===== config.mk =====
export PLATFORM = sky130hd
export DESIGN_NAME = vga_frame_gen
export DESIGN_NICKNAME = d
export VERILOG_FILES = /design/src/rtl/vga_frame_gen.sv
export SDC_FILE = /design/constraint.sdc
export NUM_CORES = 1
export LEC_CHECK = 0
export ABC_AREA = 1
export CAP_MARGIN = 10
export CORE_UTILIZATION = 35
export CTS_CLUSTER_SIZE = 8
export DETAILED_ROUTE_END_ITERATION = 8
export HOLD_SLACK_MARGIN = 0.12
export REMOVE_ABC_BUFFERS = 1
export SLEW_MARGIN = 10
export SYNTH_ARGS = -nofsm -noshare
export SYNTH_HDL_FRONTEND = slang
export SYNTH_SLANG_ARGS = --single-unit
export TNS_END_PERCENT = 5

===== constraint.sdc =====
create_clock -name i_VGA_CLK -period 8.3 [get_ports i_VGA_CLK]
set_clock_uncertainty 0.2 [all_clocks]
set_input_delay 2.49 -clock i_VGA_CLK [delete_from_list [all_inputs] [get_ports i_VGA_CLK]]
set_output_delay 2.49 -clock i_VGA_CLK [all_outputs]
set_load 0.005 [all_outputs]

===== src/rtl/vga_frame_gen.sv =====
// vga_frame_gen: parametrised VGA timing generator with a bouncing box over a programmable background.
// Ports: i_VGA_CLK/i_rst (async, active-high); i_enable lets the box move at frame boundaries;
//   i_box_rgb/i_bg_rgb are {R,G,B} colours; o_VGA_* / o_BLANK_N / o_SYNC_N drive the DAC directly;
//   o_Sx/o_Sy report the pixel currently on the pins; o_frame_start pulses with pixel (0,0).
// Optional macro VGA_TEST_PATTERN_EN adds i_pattern_sel, which swaps the background for 8 colour bars.
// All outputs are registered: one cycle from counter value to pins. No backpressure (free-running source).
module vga_frame_gen #(
  parameter int H_ACTIVE = 640,
  parameter int H_FP     = 16,
  parameter int H_SYNC   = 96,
  parameter int H_BP     = 48,
  parameter int V_ACTIVE = 480,
  parameter int V_FP     = 10,
  parameter int V_SYNC   = 2,
  parameter int V_BP     = 33,
  parameter int SYNC_POL = 0,
  parameter int COLOR_W  = 8,
  parameter int CNT_W    = 10,
  parameter int BOX_SIZE = 32,
  parameter int BOX_STEP = 1
) (
  input  logic                   i_VGA_CLK,
  input  logic                   i_rst,
  input  logic                   i_enable,
`ifdef VGA_TEST_PATTERN_EN
  input  logic                   i_pattern_sel,
`endif
  input  logic [3*COLOR_W-1:0]   i_box_rgb,
  input  logic [3*COLOR_W-1:0]   i_bg_rgb,
  output logic [COLOR_W-1:0]     o_VGA_R,
  output logic [COLOR_W-1:0]     o_VGA_G,
  output logic [COLOR_W-1:0]     o_VGA_B,
  output logic                   o_VGA_HS,
  output logic                   o_VGA_VS,
  output logic                   o_BLANK_N,
  output logic                   o_SYNC_N,
  output logic [CNT_W-1:0]       o_Sx,
  output logic [CNT_W-1:0]       o_Sy,
  output logic                   o_frame_start
);

  localparam int H_TOTAL = H_ACTIVE + H_FP + H_SYNC + H_BP;
  localparam int V_TOTAL = V_ACTIVE + V_FP + V_SYNC + V_BP;

  localparam logic [CNT_W-1:0] H_LAST = CNT_W'(H_TOTAL - 1);
  localparam logic [CNT_W-1:0] V_LAST = CNT_W'(V_TOTAL - 1);

  // Everything compared or summed is widened by one bit so bx+BOX_SIZE+BOX_STEP cannot wrap.
  localparam logic [CNT_W:0] H_ACT_W = (CNT_W+1)'(H_ACTIVE);
  localparam logic [CNT_W:0] V_ACT_W = (CNT_W+1)'(V_ACTIVE);
  localparam logic [CNT_W:0] HS_BEG  = (CNT_W+1)'(H_ACTIVE + H_FP);
  localparam logic [CNT_W:0] HS_END  = (CNT_W+1)'(H_ACTIVE + H_FP + H_SYNC);
  localparam logic [CNT_W:0] VS_BEG  = (CNT_W+1)'(V_ACTIVE + V_FP);
  localparam logic [CNT_W:0] VS_END  = (CNT_W+1)'(V_ACTIVE + V_FP + V_SYNC);
  localparam logic [CNT_W:0] BOX_W   = (CNT_W+1)'(BOX_SIZE);
  localparam logic [CNT_W:0] STEP_W  = (CNT_W+1)'(BOX_STEP);
  localparam logic           SYNC_ON = (SYNC_POL != 0);

  logic [CNT_W-1:0] sx, sy;
  logic [CNT_W-1:0] bx, by, bx_nxt, by_nxt;
  logic             dx, dy, dx_nxt, dy_nxt;
  logic [CNT_W:0]   sx_w, sy_w, bx_w, by_w;
  logic             frame_end, de, hs_act, vs_act, in_box;
  logic [3*COLOR_W-1:0] bg_rgb, pix_rgb;

  assign sx_w = {1'b0, sx};
  assign sy_w = {1'b0, sy};
  assign bx_w = {1'b0, bx};
  assign by_w = {1'b0, by};

  assign frame_end = (sx == H_LAST) && (sy == V_LAST);

  // Raster counters
  always_ff @(posedge i_VGA_CLK or posedge i_rst) begin
    if (i_rst) begin
      sx <= '0;
      sy <= '0;
    end else if (sx == H_LAST) begin
      sx <= '0;
      sy <= (sy == V_LAST) ? '0 : sy + 1'b1;
    end else begin
      sx <= sx + 1'b1;
    end
  end

  // Bounce rule per axis: reverse when the next step would push the far edge past the
  // active area, or the near edge below zero.
  always_comb begin
    bx_nxt = bx;
    dx_nxt = dx;
    if (dx) begin
      if (bx_w + BOX_W + STEP_W > H_ACT_W) begin
        dx_nxt = 1'b0;
        bx_nxt = CNT_W'(bx_w - STEP_W);
      end else begin
        bx_nxt = CNT_W'(bx_w + STEP_W);
      end
    end else if (bx_w < STEP_W) begin
      dx_nxt = 1'b1;
      bx_nxt = CNT_W'(bx_w + STEP_W);
    end else begin
      bx_nxt = CNT_W'(bx_w - STEP_W);
    end
  end

  always_comb begin
    by_nxt = by;
    dy_nxt = dy;
    if (dy) begin
      if (by_w + BOX_W + STEP_W > V_ACT_W) begin
        dy_nxt = 1'b0;
        by_nxt = CNT_W'(by_w - STEP_W);
      end else begin
        by_nxt = CNT_W'(by_w + STEP_W);
      end
    end else if (by_w < STEP_W) begin
      dy_nxt = 1'b1;
      by_nxt = CNT_W'(by_w + STEP_W);
    end else begin
      by_nxt = CNT_W'(by_w - STEP_W);
    end
  end

  // Position only changes on the last pixel of a frame, so a whole frame is drawn
  // with one box position (no tearing).
  always_ff @(posedge i_VGA_CLK or posedge i_rst) begin
    if (i_rst) begin
      bx <= '0;
      by <= '0;
      dx <= 1'b1;
      dy <= 1'b1;
    end else if (frame_end && i_enable) begin
      bx <= bx_nxt;
      by <= by_nxt;
      dx <= dx_nxt;
      dy <= dy_nxt;
    end
  end

  assign de     = (sx_w < H_ACT_W) && (sy_w < V_ACT_W);
  assign hs_act = (sx_w >= HS_BEG) && (sx_w < HS_END);
  assign vs_act = (sy_w >= VS_BEG) && (sy_w < VS_END);
  assign in_box = (sx_w >= bx_w) && (sx_w < bx_w + BOX_W) &&
                  (sy_w >= by_w) && (sy_w < by_w + BOX_W);

`ifdef VGA_TEST_PATTERN_EN
  localparam logic [CNT_W+2:0] H_ACT_P = (CNT_W+3)'(H_ACTIVE);
  logic [2:0] bar;
  logic [2:0] bar_on;  // {R,G,B} full-scale enables

  always_comb begin
    bar = 3'(({3'b000, sx} << 3) / H_ACT_P);
    case (bar)
      3'd0:    bar_on = 3'b111;  // white
      3'd1:    bar_on = 3'b110;  // yellow
      3'd2:    bar_on = 3'b011;  // cyan
      3'd3:    bar_on = 3'b010;  // green
      3'd4:    bar_on = 3'b101;  // magenta
      3'd5:    bar_on = 3'b100;  // red
      3'd6:    bar_on = 3'b001;  // blue
      default: bar_on = 3'b000;  // black
    endcase
    if (i_pattern_sel)
      bg_rgb = {{COLOR_W{bar_on[2]}}, {COLOR_W{bar_on[1]}}, {COLOR_W{bar_on[0]}}};
    else
      bg_rgb = i_bg_rgb;
  end
`else
  assign bg_rgb = i_bg_rgb;
`endif

  assign pix_rgb = !de ? '0 : (in_box ? i_box_rgb : bg_rgb);

  // Output stage: pins and coordinates registered together so they stay aligned.
  always_ff @(posedge i_VGA_CLK or posedge i_rst) begin
    if (i_rst) begin
      o_VGA_R       <= '0;
      o_VGA_G       <= '0;
      o_VGA_B       <= '0;
      o_VGA_HS      <= ~SYNC_ON;
      o_VGA_VS      <= ~SYNC_ON;
      o_BLANK_N     <= 1'b0;
      o_SYNC_N      <= 1'b1;
      o_Sx          <= '0;
      o_Sy          <= '0;
      o_frame_start <= 1'b0;
    end else begin
      o_VGA_R       <= pix_rgb[3*COLOR_W-1:2*COLOR_W];
      o_VGA_G       <= pix_rgb[2*COLOR_W-1:COLOR_W];
      o_VGA_B       <= pix_rgb[COLOR_W-1:0];
      o_VGA_HS      <= hs_act ? SYNC_ON : ~SYNC_ON;
      o_VGA_VS      <= vs_act ? SYNC_ON : ~SYNC_ON;
      o_BLANK_N     <= de;
      o_SYNC_N      <= 1'b1;
      o_Sx          <= sx;
      o_Sy          <= sy;
      o_frame_start <= (sx == '0) && (sy == '0);
    end
  end

endmodule

==> flow_summary.toml <==
[timing]
worst_pin_slew_ps = 907
setup-tns-final_ps = 0
finalHoldViolCount = 0
finalSetupViolCount = 0
rsz0062_at_grt = "no"
min_period_ps = 4090
fin_ws_ps = 4210
maxSlewViolCount = 0
fmax_mhz = 245
min_period_over_period_pct = 49.2
relSlewSlack_pct = 39.1

[synth]
syn_area_mm2 = 0.00619
synthAdderAreaFrac_pct = 8.69
avgSynthCellArea_um2 = 7.27
async_flop_share_pct = 100
ys_seq_area_share_pct = 36.5
synth-edff-count = 0
ys_ff_latch = 90
synth_top_family_by_area = "simple AND/OR/NAND/NOR gates"
yosysWarningCount = 0
ys_top_cells_by_area = "dfrtp_1 (35%), nand2_1 (11%), inv_1 (10%)"
synth_mux_area_share_pct = 0
yosys.area_share.xor_xnor_pct = 5.05
synth_cells = 852
yosys.area.top_type = "dfrtp_1"
synthSimpleGateAreaFrac_pct = 29.5
synth_cell_types = 46
ys.flop_type = "dfrtp_1"
netlist.area_leader.share_pct = 34.8
synth_compound_area_share_pct = 7.40

[global_route]
grt_overflow = 0
antenna_found_initial = 0
grt_max_degree = 67
track_usage_pct = 18.0
grt_pass1_vias = 5171
grt_pass1_wl_mm = 25.6

[worst_setup_path]
r2r_start = "by[5]$_DFFE_PP0P_"
critPathKind = "reg -> out"
reg2reg_to = "o_VGA_B[1]$_DFF_PP0_"
cp_num_buf_inv = 1
cp_slowest_cell = "dfstp_2"
worst_ep_required_time_ps = 5610
end_kind = "primary output"
path_max_fanout = 1
start_kind = "register"
reg2reg_slack_ps = 4920
cp_top_family = "flip-flops"
crit_arrival_ps = 1400
worstPathCellList = "clkdlybuf4s50_1"
reg2reg_depth = 16
critPathMaxStageDelay_ps = 520

[clocking]
numCtsBuffers = 9
cts.reportedPaths.clkPinSlew_ps = 70
postCtsHoldBufs = 0
cts.sinks = 90
postCtsSetupBuffers = 0
htreeDepth = 3
clock_latency_ps = 360
cts_resized = 0
clockRootBuffer = "clkbuf_16"
cts_buffer_depth = 2
cts_tree = "done"

[floorplan]
io_pins = 100
fp.dieW_um = 135
core_mm2 = 0.0173
dieArea_mm2 = 0.0182
die_h_um = 135
rows = 48
start_util_pct = 35.8

[min_path]
hold_end = "o_Sy[0]$_DFF_PP0_"
hp-start = "sy[0]$_DFFE_PP0N_"
worst_hold_path_type = "reg -> reg"
whs_path_depth = 0

[job]
drv_cap = 0

[place]
gp_congestion = 0.885
port_buffers = 98
dp_cells = 1153
dpl.hpwl_mm = 11.5
post_dp_cell_area_mm2 = 0.00734
post-place-ws_ps = 4030

[power_and_ir_drop]
p_leak_nw = 4.10
vdd_drop_max_mv = 0.101
fin_total_pwr_w = 0.000950
powerDensity_mw_per_mm2 = 124

[final_layout]
drive_gt1_share_pct = 5.83
stdcell_count = 1169
multiInputGateArea_mm2 = 0.00315
regArea_mm2 = 0.00226
final_cell_mix = "nand2_1 (187), inv_1 (165), clkdlybuf4s50_1 (98), nor2_1 (91), dfrtp_1 (86)"
fin_area_mm2 = 0.00767
area_growth_pct = 23.8
layout_commonest_cell = "nand2_1"
fill_cells = 1773
nNetsFinal = 1033
n_antenna_cell = 0

[detailed_routing]
ant_nets = 0
drtIter0Drc = 350
drc = 0
routed_wl_mm = 15.2
vias_per_cell = 4.59
drt_pass1_iterations = 5
num_vias = 5367
wire_per_inst_um = 13.0

[outcome]
status = "completed"
## state kept, by name, summed over array words and instances (netlist names), 8 cells and up
register / count
by: 10
o_VGA_B: 8
o_Sy: 10
o_Sx: 10
o_VGA_R: 8
sx: 10
bx: 10
sy: 10
o_VGA_G: 8
## cells by family (layout without fill, tap and decap cells)
logic type,count (synthesis),count (layout)
and+or+nand+nor,408,408
adders and majority gates,43,43
buffers and inverters,198,290
DFF,90,90
other,1,1
AOI/OAI and AO/OA,78,78
xor gates and xnor gates,34,34
## routing by layer
metal	part of all wire [%]	routed length, um	GRT usage, %	vias up
li1	-	-	-	2844
met1	47	7170	23.9	2365
met2	43	6600	27.8	144
met3	8.1	1230	5.22	14
met4	1.4	212	6.37	0
met5	0	0	0	-
## power by group
part           internal, W   total, W  leakage [nW]  switching, W
Clock             0.000261   0.000446         0.160      0.000185
Sequential        0.000444   0.000446          1.14    0.00000169
Combinational    0.0000357  0.0000581          2.80     0.0000224
Total             0.000741   0.000950          4.10      0.000209
## through the flow
stage | util (%) | hold slack [ps]
final | 44.3 | 247
after global routing | 44.3 | 257
after CTS | 44.3 | 257
after detailed placement | 42.5 | 242
after global placement | 42.5 | 243
after floorplan | - | 180
## cell usage after synthesis (5+ instances only)
cell type,number
inv_2,7
ha_1,43
xor2_1,29
nor2_1,91
o21ai_0,20
dfrtp_1,86
a21oi_1,31
nor2_2,5
buf_2,10
nand2_1,187
inv_1,166
nor3_1,18
nand4_1,36
nand2_2,8
clkbuf_1,8
nand3_1,49
## worst max path at each step
stage,from,end,slack (ps),cells after the start
2_1_floorplan,i_rst,bx[0]$_DFFE_PP0P_,3280,1
3_3_place_gp,i_enable,bx[1]$_DFFE_PP0P_,4030,7
3_5_place_dp,i_enable,bx[1]$_DFFE_PP0P_,4030,7
4_1_cts,o_VGA_HS$_DFF_PP1_,o_VGA_HS,4200,1
5_1_grt,o_VGA_VS$_DFF_PP1_,o_VGA_VS,4180,1
6_report,o_VGA_VS$_DFF_PP1_,o_VGA_VS,4210,1
## final cells by class
| type | count | area share, % |
|---|---|---|
| Sequential cell | 90 | 29.4 |
| Timing Repair Buffer | 101 | 13.1 |
| Clock inverter | 4 | 0.734 |
| Tap cell | 225 | 3.67 |
| Multi-Input combinational cell | 564 | 41.1 |
| Inverter | 173 | 8.50 |
| Clock buffer | 12 | 3.48 |
No activity file was read; power rests on OpenSTA's default activity.
